==> config.mk <==
export PLATFORM = sky130hd
export DESIGN_NAME = multi_timer
export DESIGN_NICKNAME = d
export VERILOG_FILES = /design/src/rtl/timer_pkg.sv /design/src/rtl/timer_channel.sv /design/src/rtl/multi_timer.sv
export SDC_FILE = /design/constraint.sdc
export NUM_CORES = 1
export LEC_CHECK = 0
export ABC_AREA = 1
export BUFFER_PORTS_ARGS = -buffer_cell sky130_fd_sc_hd__buf_2
export CORE_ASPECT_RATIO = 1.1
export CORE_MARGIN = 2
export CORE_UTILIZATION = 55
export CTS_CLUSTER_SIZE = 20
export DETAILED_ROUTE_END_ITERATION = 12
export GPL_TIMING_DRIVEN = 0
export PLACE_DENSITY = 0.77
export RECOVER_POWER = 100
export SYNTH_ARGS = -nofsm -noshare
export SYNTH_HDL_FRONTEND = slang
export SYNTH_HIERARCHICAL = 1
export SYNTH_SLANG_ARGS = --single-unit
==> constraint.sdc <==
create_clock -name clk -period 3.03 [get_ports clk]
set_clock_uncertainty 0.05 [all_clocks]
set_input_delay 0.7575 -clock clk [delete_from_list [all_inputs] [get_ports clk]]
set_output_delay 0.7575 -clock clk [all_outputs]
set_load 0.05 [all_outputs]
==> src/rtl/timer_pkg.sv <==
// Shared encodings for the multi-channel timer.
// Holds ctrl mode values and write-select codes.
package timer_pkg;

  localparam logic [1:0] MODE_PERIODIC = 2'b00;
  localparam logic [1:0] MODE_ONESHOT  = 2'b01;
  localparam logic [1:0] MODE_SQUARE   = 2'b10;

  localparam logic [1:0] SEL_LIMIT    = 2'd0;
  localparam logic [1:0] SEL_PRESCALE = 2'd1;
  localparam logic [1:0] SEL_CTRL     = 2'd2;
  localparam logic [1:0] SEL_IGNORE   = 2'd3;

endpackage

==> src/rtl/timer_channel.sv <==
// One timer channel: config regs, prescaler, counter, pulse/irq.
// Ports: clk, reset, we_i/sel_i/data_i (write), ack_i, pulse_o, irq_o, en_o.
module timer_channel
  import timer_pkg::*;
#(
  parameter int CNT_W = 16,
  parameter int PRE_W = 8
) (
  input  logic             clk,
  input  logic             reset,
  input  logic             we_i,
  input  logic [1:0]       sel_i,
  input  logic [CNT_W-1:0] data_i,
  input  logic             ack_i,
  output logic             pulse_o,
  output logic             irq_o,
  output logic             en_o
);

  logic [CNT_W-1:0] limit_q, limit_d;
  logic [CNT_W-1:0] cnt_q, cnt_d;
  logic [PRE_W-1:0] pscl_q, pscl_d;
  logic [PRE_W-1:0] pre_q, pre_d;
  logic [2:0]       ctrl_q, ctrl_d;
  logic             pulse_q, pulse_d;
  logic             irq_q, irq_d;
  logic             en, square, oneshot;
  logic             tick, term;

  always_comb begin
    en      = ctrl_q[0];
    square  = (ctrl_q[2:1] == MODE_SQUARE);
    oneshot = (ctrl_q[2:1] == MODE_ONESHOT);
    tick    = en && !we_i && (pre_q == pscl_q);
    term    = tick && (cnt_q >= limit_q);

    limit_d = limit_q;
    pscl_d  = pscl_q;
    ctrl_d  = ctrl_q;
    cnt_d   = cnt_q;
    pre_d   = pre_q;
    pulse_d = pulse_q;

    if (we_i) begin
      case (sel_i)
        SEL_LIMIT:    limit_d = data_i;
        SEL_PRESCALE: pscl_d  = PRE_W'(data_i);
        SEL_CTRL:     ctrl_d  = 3'(data_i);
        default:      ;
      endcase
      cnt_d   = '0;
      pre_d   = '0;
      pulse_d = 1'b0;
    end else if (en) begin
      pre_d = tick ? '0 : pre_q + PRE_W'(1);
      if (tick) begin
        cnt_d = term ? '0 : cnt_q + CNT_W'(1);
      end
      pulse_d = square ? (pulse_q ^ term) : term;
      if (term && oneshot) begin
        ctrl_d[0] = 1'b0;
      end
    end else if (!square) begin
      pulse_d = 1'b0;
    end

    // a new terminal event beats a same-cycle ack
    irq_d = term | (irq_q & ~ack_i);
  end

  always_ff @(posedge clk) begin
    if (reset) begin
      limit_q <= '1;
      pscl_q  <= '0;
      ctrl_q  <= '0;
      cnt_q   <= '0;
      pre_q   <= '0;
      pulse_q <= 1'b0;
      irq_q   <= 1'b0;
    end else begin
      limit_q <= limit_d;
      pscl_q  <= pscl_d;
      ctrl_q  <= ctrl_d;
      cnt_q   <= cnt_d;
      pre_q   <= pre_d;
      pulse_q <= pulse_d;
      irq_q   <= irq_d;
    end
  end

  assign pulse_o = pulse_q;
  assign irq_o   = irq_q;
  assign en_o    = ctrl_q[0];

endmodule

==> src/rtl/multi_timer.sv <==
// N_CH independent prescaled timers sharing one write port.
// Ports: clk, reset, wr_en/wr_ch/wr_sel/wr_data, ack, pulse, irq, en_out.
module multi_timer
  import timer_pkg::*;
#(
  parameter int N_CH  = 4,
  parameter int CNT_W = 16,
  parameter int PRE_W = 8,
  localparam int CH_W = (N_CH > 1) ? $clog2(N_CH) : 1
) (
  input  logic             clk,
  input  logic             reset,
  input  logic             wr_en,
  input  logic [CH_W-1:0]  wr_ch,
  input  logic [1:0]       wr_sel,
  input  logic [CNT_W-1:0] wr_data,
  input  logic [N_CH-1:0]  ack,
  output logic [N_CH-1:0]  pulse,
  output logic [N_CH-1:0]  irq,
  output logic [N_CH-1:0]  en_out
);

  for (genvar i = 0; i < N_CH; i++) begin : g_ch
    logic hit;

    // out-of-range channels never match; sel 3 is not a register
    assign hit = wr_en
              && (wr_sel != SEL_IGNORE)
              && (wr_ch == CH_W'(i));

    timer_channel #(
      .CNT_W(CNT_W),
      .PRE_W(PRE_W)
    ) u_ch (
      .clk    (clk),
      .reset  (reset),
      .we_i   (hit),
      .sel_i  (wr_sel),
      .data_i (wr_data),
      .ack_i  (ack[i]),
      .pulse_o(pulse[i]),
      .irq_o  (irq[i]),
      .en_o   (en_out[i])
    );
  end

endmodule
; After elaboration in Yosys (flattened, before gate mapping)
; Index checks and enable logic that the tools add are counted.
; W data, S select, Z words.
[totals]
input_bits = 27
word_cells = 169
register_bits = 212
output_inout_bits = 12
[op_classes]
n_mux = 36
eq_ne = 26
bitwise = 16
magnitude_cmp = 4
n_reduce_logical = 47
n_addsub = 8
[ops]
columns = operator, count
row1 = $add A16 B1 Y16 const B, 4
row2 = $ge A16 B16 Y1, 4
row3 = $mux W16, 4
row4 = $add A8 B1 Y8 const B, 4
row5 = $eq A8 B8 Y1, 4
row6 = $mux W8, 4
row7 = $reduce_and A2 Y1, 16
row8 = $mux W1, 28
row9 = $logic_and A1 B1 Y1, 21
row10 = $eq A2 B2 Y1 const B, 7
row11 = $eq A2 B1 Y1 const B, 6
row12 = $ne A2 B2 Y1 const B, 5
row13 = $ne A2 B1 Y1 const B, 4
row14 = $reduce_or A2 Y1, 4
row15 = $and A1 B1 Y1, 4
row16 = $logic_not A1 Y1, 4
row17 = $logic_not A2 Y1, 2
row18 = $not A1 Y1, 4
row19 = $or A1 B1 Y1, 4
row20 = $xor A1 B1 Y1, 4

; Logic depth before layout (Yosys ltp)
; Gate-level depths: netlist (run 1).
[depth]
depth_word = 11
depth_mapped = 16
mapped_depth_nobuf = 16

; Modules after synthesis
; The synthesis (run 1) kept the hierarchy.
[modules_own_cells]
columns = mod, area_per_inst_um2, cells_per_inst, n_inst, seq_area_each_um2
row1 = timer_channel, 2820.2, 396, 4, 1061.0
row2 = multi_timer, 45.0, 12, 1, 0.0

; Least setup slack after synthesis (run 1)
; No wires, ideal clock.
[synth_path]
kind = in2reg
from = input wr_sel[1]
to = register g_ch[0].u_ch.cnt_q[13]
path_slack_ps = 924
required_ps = 2859
arrival_ps = 1935
setup_ps = 121
path_buffers = 1
stages = 12
path_cell_list = nand2_1 nand2_1 nor2_1 inv_2 nand2_1 nor2_1 nand4_1 nor2_4 inv_2 buf_2 nand2_1 a21oi_1
[synth_via]
elab_chain_len = 8
elab_cells_between_ends = 10
cone_classes = eq/ne (1) / mux (1) / reduce/logical (8)
[synth_lines]
columns = item, line_no
row1 = from (decl), multi_timer.sv:15  ; input logic [1:0] wr_sel,
row2 = $ne A2 B2 Y1 (*), multi_timer.sv:28  ; && (wr_sel != SEL_IGNORE)
row3 = $logic_and A1 B1 Y1 (*), multi_timer.sv:28
row4 = $logic_and A1 B1 Y1 (*), multi_timer.sv:29  ; && (wr_ch == CH_W'(i));
row5 = net g_ch[0].hit, multi_timer.sv:24  ; logic hit;
row6 = $logic_not A1 Y1, timer_channel.sv:34  ; tick = en && !we_i && (pre_q == pscl_q);
row7 = $logic_and A1 B1 Y1 (2 in a row), timer_channel.sv:34
row8 = $logic_and A1 B1 Y1, timer_channel.sv:35  ; term = tick && (cnt_q >= limit_q);
row9 = $mux W16, timer_channel.sv:57  ; cnt_d = term ? '0 : cnt_q + CNT_W'(1);
row10 = to (signal assigned), timer_channel.sv:84  ; cnt_q <= cnt_d;
row11 = to (decl), timer_channel.sv:21  ; logic [CNT_W-1:0] cnt_q, cnt_d;
; The timed path passes the listed nets; every way through them passes the cells marked *.
; A chain may end at the register's enable or synchronous reset.

; Worst setup path after layout (run 1)
[layout_path]
from = input wr_sel[1]
to = register g_ch[3].u_ch.cnt_q[10]
[layout_via]
elab_chain_len = 8
elab_cells_between_ends = 10
cone_classes = eq/ne (1) / mux (1) / reduce/logical (8)
[layout_lines]
columns = item, line_no
row1 = $ne A2 B2 Y1 (*), multi_timer.sv:28
row2 = $logic_and A1 B1 Y1 (*), multi_timer.sv:28
row3 = $logic_and A1 B1 Y1 (*), multi_timer.sv:29
row4 = net g_ch[3].hit, multi_timer.sv:24
row5 = $logic_not A1 Y1, timer_channel.sv:34
row6 = $logic_and A1 B1 Y1 (2 in a row), timer_channel.sv:34
row7 = $logic_and A1 B1 Y1, timer_channel.sv:35
row8 = $mux W16, timer_channel.sv:57
row9 = to (signal assigned), timer_channel.sv:84
row10 = to (decl), timer_channel.sv:21
; Marks and branches as above.

==> reports/metrics.cfg, run 1 <==
[run]
cap_violations = 0

[clock_network]
post_cts_buffers = 0
cts_buffers = 24
cts_num_sinks = 212
clockRootBuffer = clkbuf_16
cts_buffer_depth = 3
h-tree-depth = 1
tritoncts = yes
clk_latency_ns = 0.52
clk_pin_slew_ns = 0.06
post_cts_resized = 0
cts_hold_repair.buffers = 0

[critical_path]
cp_slowest_cell = nor2_1
crit_chain = buf_2, nand2_1, nand2_1, nor2_1, clkinv_1, nand2_1, nor2_1, nand4_1, nor2_1, inv_2, buf_2, nand2_1, a21oi_1
critPathRequiredTime_ns = 3.36
cp.arrival_ns = 2.97
critPathLaunchType = input pin
crit_fanout = 17
crit_type = in2reg
end_kind = flop
critPathMostFrequentCell = nand2_1
critPathMaxStageDelay_ns = 0.63

[layout]
finalNetCount = 1758
instances_no_fill = 1933
layout-drive-gt1-share = 0.0555
fillers = 1882
n_antenna_cell = 0
area_growth_pct = 11.2

[grt]
grt_max_degree = 18
grt_usage = 0.247
grt_pass1_vias = 9663
grt_util_met1 = 0.324
use_met2 = 0.430
grt.met3_usage = 0.0282
grt_pass1_wl_um = 44900
busiest_layer = met2
grt-ovfl-total = 0
antenna_found_initial = 0

[yosys]
synthArstFlopShare = 0
synth.avg_cell_area_um2 = 7.10
synth_nets = 1695
synth_cell_types = 24
synth-warning-count = 6
synth_area_um2 = 11300
yosys_most_used_dff = dfxtp_1
yosysSeqAreaShare = 0.375
synthCells = 1596
ys_ff_latch = 212
synth_edf_count = 0

[drt]
first_pass_iters = 6
ant_nets = 0
wl_per_cell_um = 13.9
vias_per_cell = 5.28
num_vias = 10200
post-route-drc-count = 0
drt_iter0_drc = 534
wl_um = 26900

[timing]
worst_pin_slew_ns = 0.803
clock.fmax_ghz = 0.379
fin_crit_ns = 2.64
maxSlewViolCount = 0
finalSetupViolCount = 0
finalHoldViolations = 0
slew_headroom = 0.463
rsz0062_at_grt = false
finalCritPeriodShare = 0.871
tns_ns = 0

[die]
io_pins = 39
die_area_um2 = 21800
die_y_um = 155
die_w_um = 141
start_util = 0.556
rows = 55
core_region_area_um2 = 20400

[pwr]
powerDensity_nw_per_um2 = 487
finalPower_uw = 6140
p_leak_uw = 0.00586
ir_worst_vdd_mv = 0.364

[placement]
io_buffer_count = 37
routabilityCongestion = 0.888
dpl.hpwl_um = 19500
dp.cells = 1889

[min_path]
min_path_type = reg2reg

[outcome]
status = completed

==> routing by layer <==
metal  vias up  part of all wire
li1       5278                 -
met5         -                 0
met2       236              0.47
met1      4649              0.45
met4         0             0.022
met3        51             0.057
==> where the power goes <==
part	total (uW)	leakage (uW)	internal (uW)	switching [uW]
Clock	2950	0.000401	1800	1150
Sequential	2850	0.00171	2820	23.8
Combinational	341	0.00375	88.8	252
Total	6140	0.00586	4710	1430
==> registers in the layout, summed over array words and instances (netlist names) <==
signal,flops
g_ch.u_ch/cnt_q,64
g_ch.u_ch/ctrl_q,12
g_ch.u_ch/irq_o,4
g_ch.u_ch/limit_q,64
g_ch.u_ch/pre_q,32
g_ch.u_ch/pscl_q,32
g_ch.u_ch/pulse_o,4
==> path summary, 6_finish.rpt <==
check	startpoint	to	slack (ns)	depth (start not counted)
max	wr_sel[1]	g_ch[3].u_ch/cnt_q[10]	0.39	13
min	g_ch[0].u_ch/ctrl_q[2]	g_ch[0].u_ch/ctrl_q[2]	0.42	2
max reg2reg	g_ch[0].u_ch/cnt_q[7]	g_ch[0].u_ch/cnt_q[14]	0.81	13
min reg2reg	g_ch[0].u_ch/ctrl_q[2]	g_ch[0].u_ch/ctrl_q[2]	0.42	2
==> cell usage in the layout (no fill, tap or decap), types with 5 or more instances in the layout <==
master	n
a211oi_1	8
clkbuf_8	5
inv_2	5
xnor2_1	20
nand2_1	405
o211ai_1	64
clkbuf_1	49
clkinv_2	6
xor2_1	60
dfxtp_1	212
nand3_1	100
nand4_1	24
a21oi_1	124
clkbuf_16	25
o21ai_0	36
nor3_1	24
clkinv_1	5
buf_6	6
inv_1	220
ha_1	72
buf_2	30
nor2_1	157
==> stage by stage <==
| step | area (um2) | worst slack, ns | hold slack (ns) | utilization |
|---|---|---|---|---|
| after floorplan | 11300 | 0.924 | 0.387 | - |
| after global placement | 11800 | 0.0434 | 0.404 | 0.581 |
| after detailed placement | 11800 | 0.0399 | 0.405 | 0.581 |
| after CTS | 12600 | 0.551 | 0.420 | 0.621 |
| after global routing | 12600 | 0.200 | 0.432 | 0.618 |
| final | 12600 | 0.392 | 0.416 | 0.618 |
==> synth_stat cells (8+ instances only) <==
master | instances | share of area
buf_6 | 8 | 0.0080
nand2_1 | 402 | 0.13
nand3_1 | 100 | 0.044
dfxtp_1 | 212 | 0.37
ha_1 | 72 | 0.080
a21oi_1 | 124 | 0.055
inv_2 | 12 | 0.0040
buf_2 | 12 | 0.0053
o211ai_1 | 64 | 0.042
xnor2_1 | 20 | 0.015
nand4_1 | 24 | 0.013
o21ai_0 | 36 | 0.016
nor3_1 | 24 | 0.011
inv_1 | 214 | 0.071
nor2_1 | 156 | 0.052
a211oi_1 | 8 | 0.0053
clkbuf_1 | 24 | 0.0080
xor2_1 | 60 | 0.046
==> layout make-up <==
| class | count | area (um2) | area share |
|---|---|---|---|
| multi-input combinational | 1110 | 5960 | 0.474 |
| sequential | 212 | 4240 | 0.337 |
| inverter | 230 | 863 | 0.0686 |
| clock buffer | 34 | 709 | 0.0563 |
| tap | 256 | 320 | 0.0254 |
| buffer | 44 | 216 | 0.0172 |
| timing repair buffer | 37 | 170 | 0.0135 |
| clock inverter | 10 | 105 | 0.00835 |
==> cells by family (layout without fill, tap and decap cells) <==
kind of cell | count (synthesis) | count (layout) | share of synthesized area
xor gates and xnor gates | 80 | 80 | 0.0619
buffers and inverters | 274 | 355 | 0.0974
adders and majority gates | 72 | 72 | 0.0795
and+or+nand+nor | 718 | 718 | 0.262
AOI/OAI and AO/OA | 240 | 240 | 0.125
DFF | 212 | 212 | 0.375
==> critical path, delay by kind of cell <==
| family | cells | cell delay, ns |
|---|---|---|
| and+or+nand+nor | 8 | 1.33 |
| buffers and inverters | 4 | 0.80 |
| AOI/OAI and AO/OA | 1 | 0.06 |
Note: power is estimated with default switching activity, not from simulation.
==> run 2: changes to the inputs <==
--- a/config.mk
+++ b/config.mk
@@ -12,9 +12,8 @@
 export CORE_UTILIZATION = 55
 export CTS_CLUSTER_SIZE = 20
 export DETAILED_ROUTE_END_ITERATION = 12
-export GPL_TIMING_DRIVEN = 0
 export PLACE_DENSITY = 0.77
-export RECOVER_POWER = 100
+export RECOVER_POWER = 50
 export SYNTH_ARGS = -nofsm -noshare
 export SYNTH_HDL_FRONTEND = slang
 export SYNTH_HIERARCHICAL = 1
==> run 2 against run 1 <==
Against the previous run: non-clock buffer count is 25 lower; cell area decreased by 0.38%; worst hold slack about the same; sequential share of layout area rose by 0.13 points; critical endpoint is now g_ch[3].u_ch/limit_q[11]; clock-buffer cell count stayed put; sequential cell count unchanged; power increased by 2.0%; setup slack improved by 0.15 ns; sequential power about the same; fmax up 6.0%; die area is the same.
==> reports/metrics.cfg, run 2 (synthesized netlist as in run 1, its figures left out) <==
[timing]
worst_pin_slew_ns = 1.25
fin_crit_ns = 2.49
finalSetupViolCount = 0
setup_ws_ns = 0.541
finalCritPeriodShare = 0.822
slew_headroom = 0.164
clock.fmax_ghz = 0.402
rsz0062_at_grt = false
maxSlewViolCount = 0
finalHoldViolations = 0
tns_ns = 0

[clock_network]
post_cts_resized = 0
post_cts_buffers = 0
clk_latency_ns = 0.50
cts_buffers = 23
cts_num_sinks = 212
clockRootBuffer = clkbuf_16
h-tree-depth = 1
clk_pin_slew_ns = 0.06
cts_buffer_depth = 3
tritoncts = yes
cts_hold_repair.buffers = 0

[layout]
area_growth_pct = 10.8
n_antenna_cell = 0
mostFrequentLayoutCells = 404 x nand2_1, 217 x inv_1, 212 x dfxtp_1
finalNetCount = 1732
fillers = 1863
reg.largest.list = g_ch.u_ch/cnt_q (64), g_ch.u_ch/limit_q (64)
final_common_cell = nand2_1
instances_no_fill = 1905
layout-drive-gt1-share = 0.0619

[min_path]
whs_path_depth = 2
min_path_type = reg2reg

[run]
cap_violations = 0

[critical_path]
critPathLaunch = wr_sel[0]
r2r-start = g_ch[0].u_ch/cnt_q[4]
cp.arrival_ns = 2.85
critPathRequiredTime_ns = 3.40
crit_chain = buf_2, nand2_1, nand2_1, nor2_1, inv_2, nor3_2, clkbuf_1, nand2_1, o211ai_1
crit_fanout = 32
worst_r2r_endpoint = g_ch[0].u_ch/cnt_q[1]
rrSetupSlack_ns = 0.82
setup.worst_path.end = g_ch[3].u_ch/limit_q[11]
critPathMostFrequentCell = nand2_1
r2r_cells = 12
end_kind = flop
critPathMaxStageDelay_ns = 0.91
cp_slowest_cell = clkbuf_1
critPathLaunchType = input pin
crit_type = in2reg

[pwr]
p_sw_frac = 0.223
p_leak_uw = 0.00587
pwr-share-seq = 0.455
netSwitchingPower_uw = 1400
p_clk_frac = 0.490
power_frac_comb = 0.055
finalPower_uw = 6260
ir_worst_vdd_mv = 0.443
powerDensity_nw_per_um2 = 499
cell_internal_pwr_uw = 4860

[die]
die_y_um = 155
die_w_um = 141
start_util = 0.556
rows = 55
io_pins = 39
core_region_area_um2 = 20400
die_area_um2 = 21800

[grt]
grt_usage = 0.251
grt_pass1_vias = 9641
grt_pass1_wl_um = 45500
grt-ovfl-total = 0
grt_max_degree = 33
antenna_found_initial = 0

[drt]
wl_um = 27400
vias_per_cell = 5.44
drt_iter0_drc = 632
num_vias = 10400
ant_nets = 0
first_pass_iters = 5
post-route-drc-count = 0
wl_per_cell_um = 14.4

[placement]
dp.cells = 1864
pre_cts_ws_ns = 0.314
routabilityCongestion = 0.911
io_buffer_count = 38
dpl.hpwl_um = 19400

[outcome]
status = completed

run 2: final cells by class:
| type | count | area, um2 | area share |
|---|---|---|---|
| clock buffers | 34 | 707 | 0.0564 |
| clock inverters | 7 | 139 | 0.0111 |
| inverters | 230 | 863 | 0.0688 |
| multi-input cells | 1110 | 5980 | 0.476 |
| flip-flops and latches | 212 | 4240 | 0.338 |
| well taps | 256 | 320 | 0.0255 |
| repair buffers | 56 | 295 | 0.0235 |
run 2: worst min path at each step:
stage                     slack (ns)                   start                      to
final                           0.42  g_ch[0].u_ch/pscl_q[7]  g_ch[0].u_ch/pscl_q[7]
after detailed placement        0.41  g_ch[0].u_ch/pscl_q[2]  g_ch[0].u_ch/pscl_q[2]
after global placement          0.40  g_ch[3].u_ch/ctrl_q[2]  g_ch[3].u_ch/ctrl_q[2]
after CTS                       0.42  g_ch[0].u_ch/pscl_q[7]  g_ch[0].u_ch/pscl_q[7]
after floorplan                 0.39  g_ch[0].u_ch/ctrl_q[2]  g_ch[0].u_ch/ctrl_q[2]
after global routing            0.44  g_ch[3].u_ch/pscl_q[6]  g_ch[3].u_ch/pscl_q[6]
run 2: through the flow:
step	hold slack (ns)	util	area, um2
2_1_floorplan	0.387	-	11300
3_3_place_gp	0.403	0.577	11800
3_5_place_dp	0.410	0.577	11800
4_1_cts	0.421	0.618	12600
5_1_grt	0.441	0.616	12500
6_report	0.417	0.616	12500
run 2: power by group through the flow:
stage                     Combinational (uW)  Sequential, uW  Clock, uW
after detailed placement                 342            2910          0
after global placement                   334            2910          0
after global routing                     383            2850       3240
after floorplan                          206            2910          0
final                                    346            2850       3070
after CTS                                346            2850       3120
run 2: per-layer routing:
metal | up-vias | GRT usage | routed length [um]
met1 | 4844 | 0.322 | 12300
met3 | 49 | 0.0365 | 1520
met4 | 0 | 0.0714 | 563
li1 | 5223 | - | -
met2 | 249 | 0.438 | 13100
met5 | - | 0 | 0
run 2: worst max-delay path, delay by kind of cell:
kind / cells / cell delay (ns)
AOI/OAI and AO/OA: 1 / 0.13
buffers and inverters: 3 / 1.12
and+or+nand+nor: 5 / 0.83
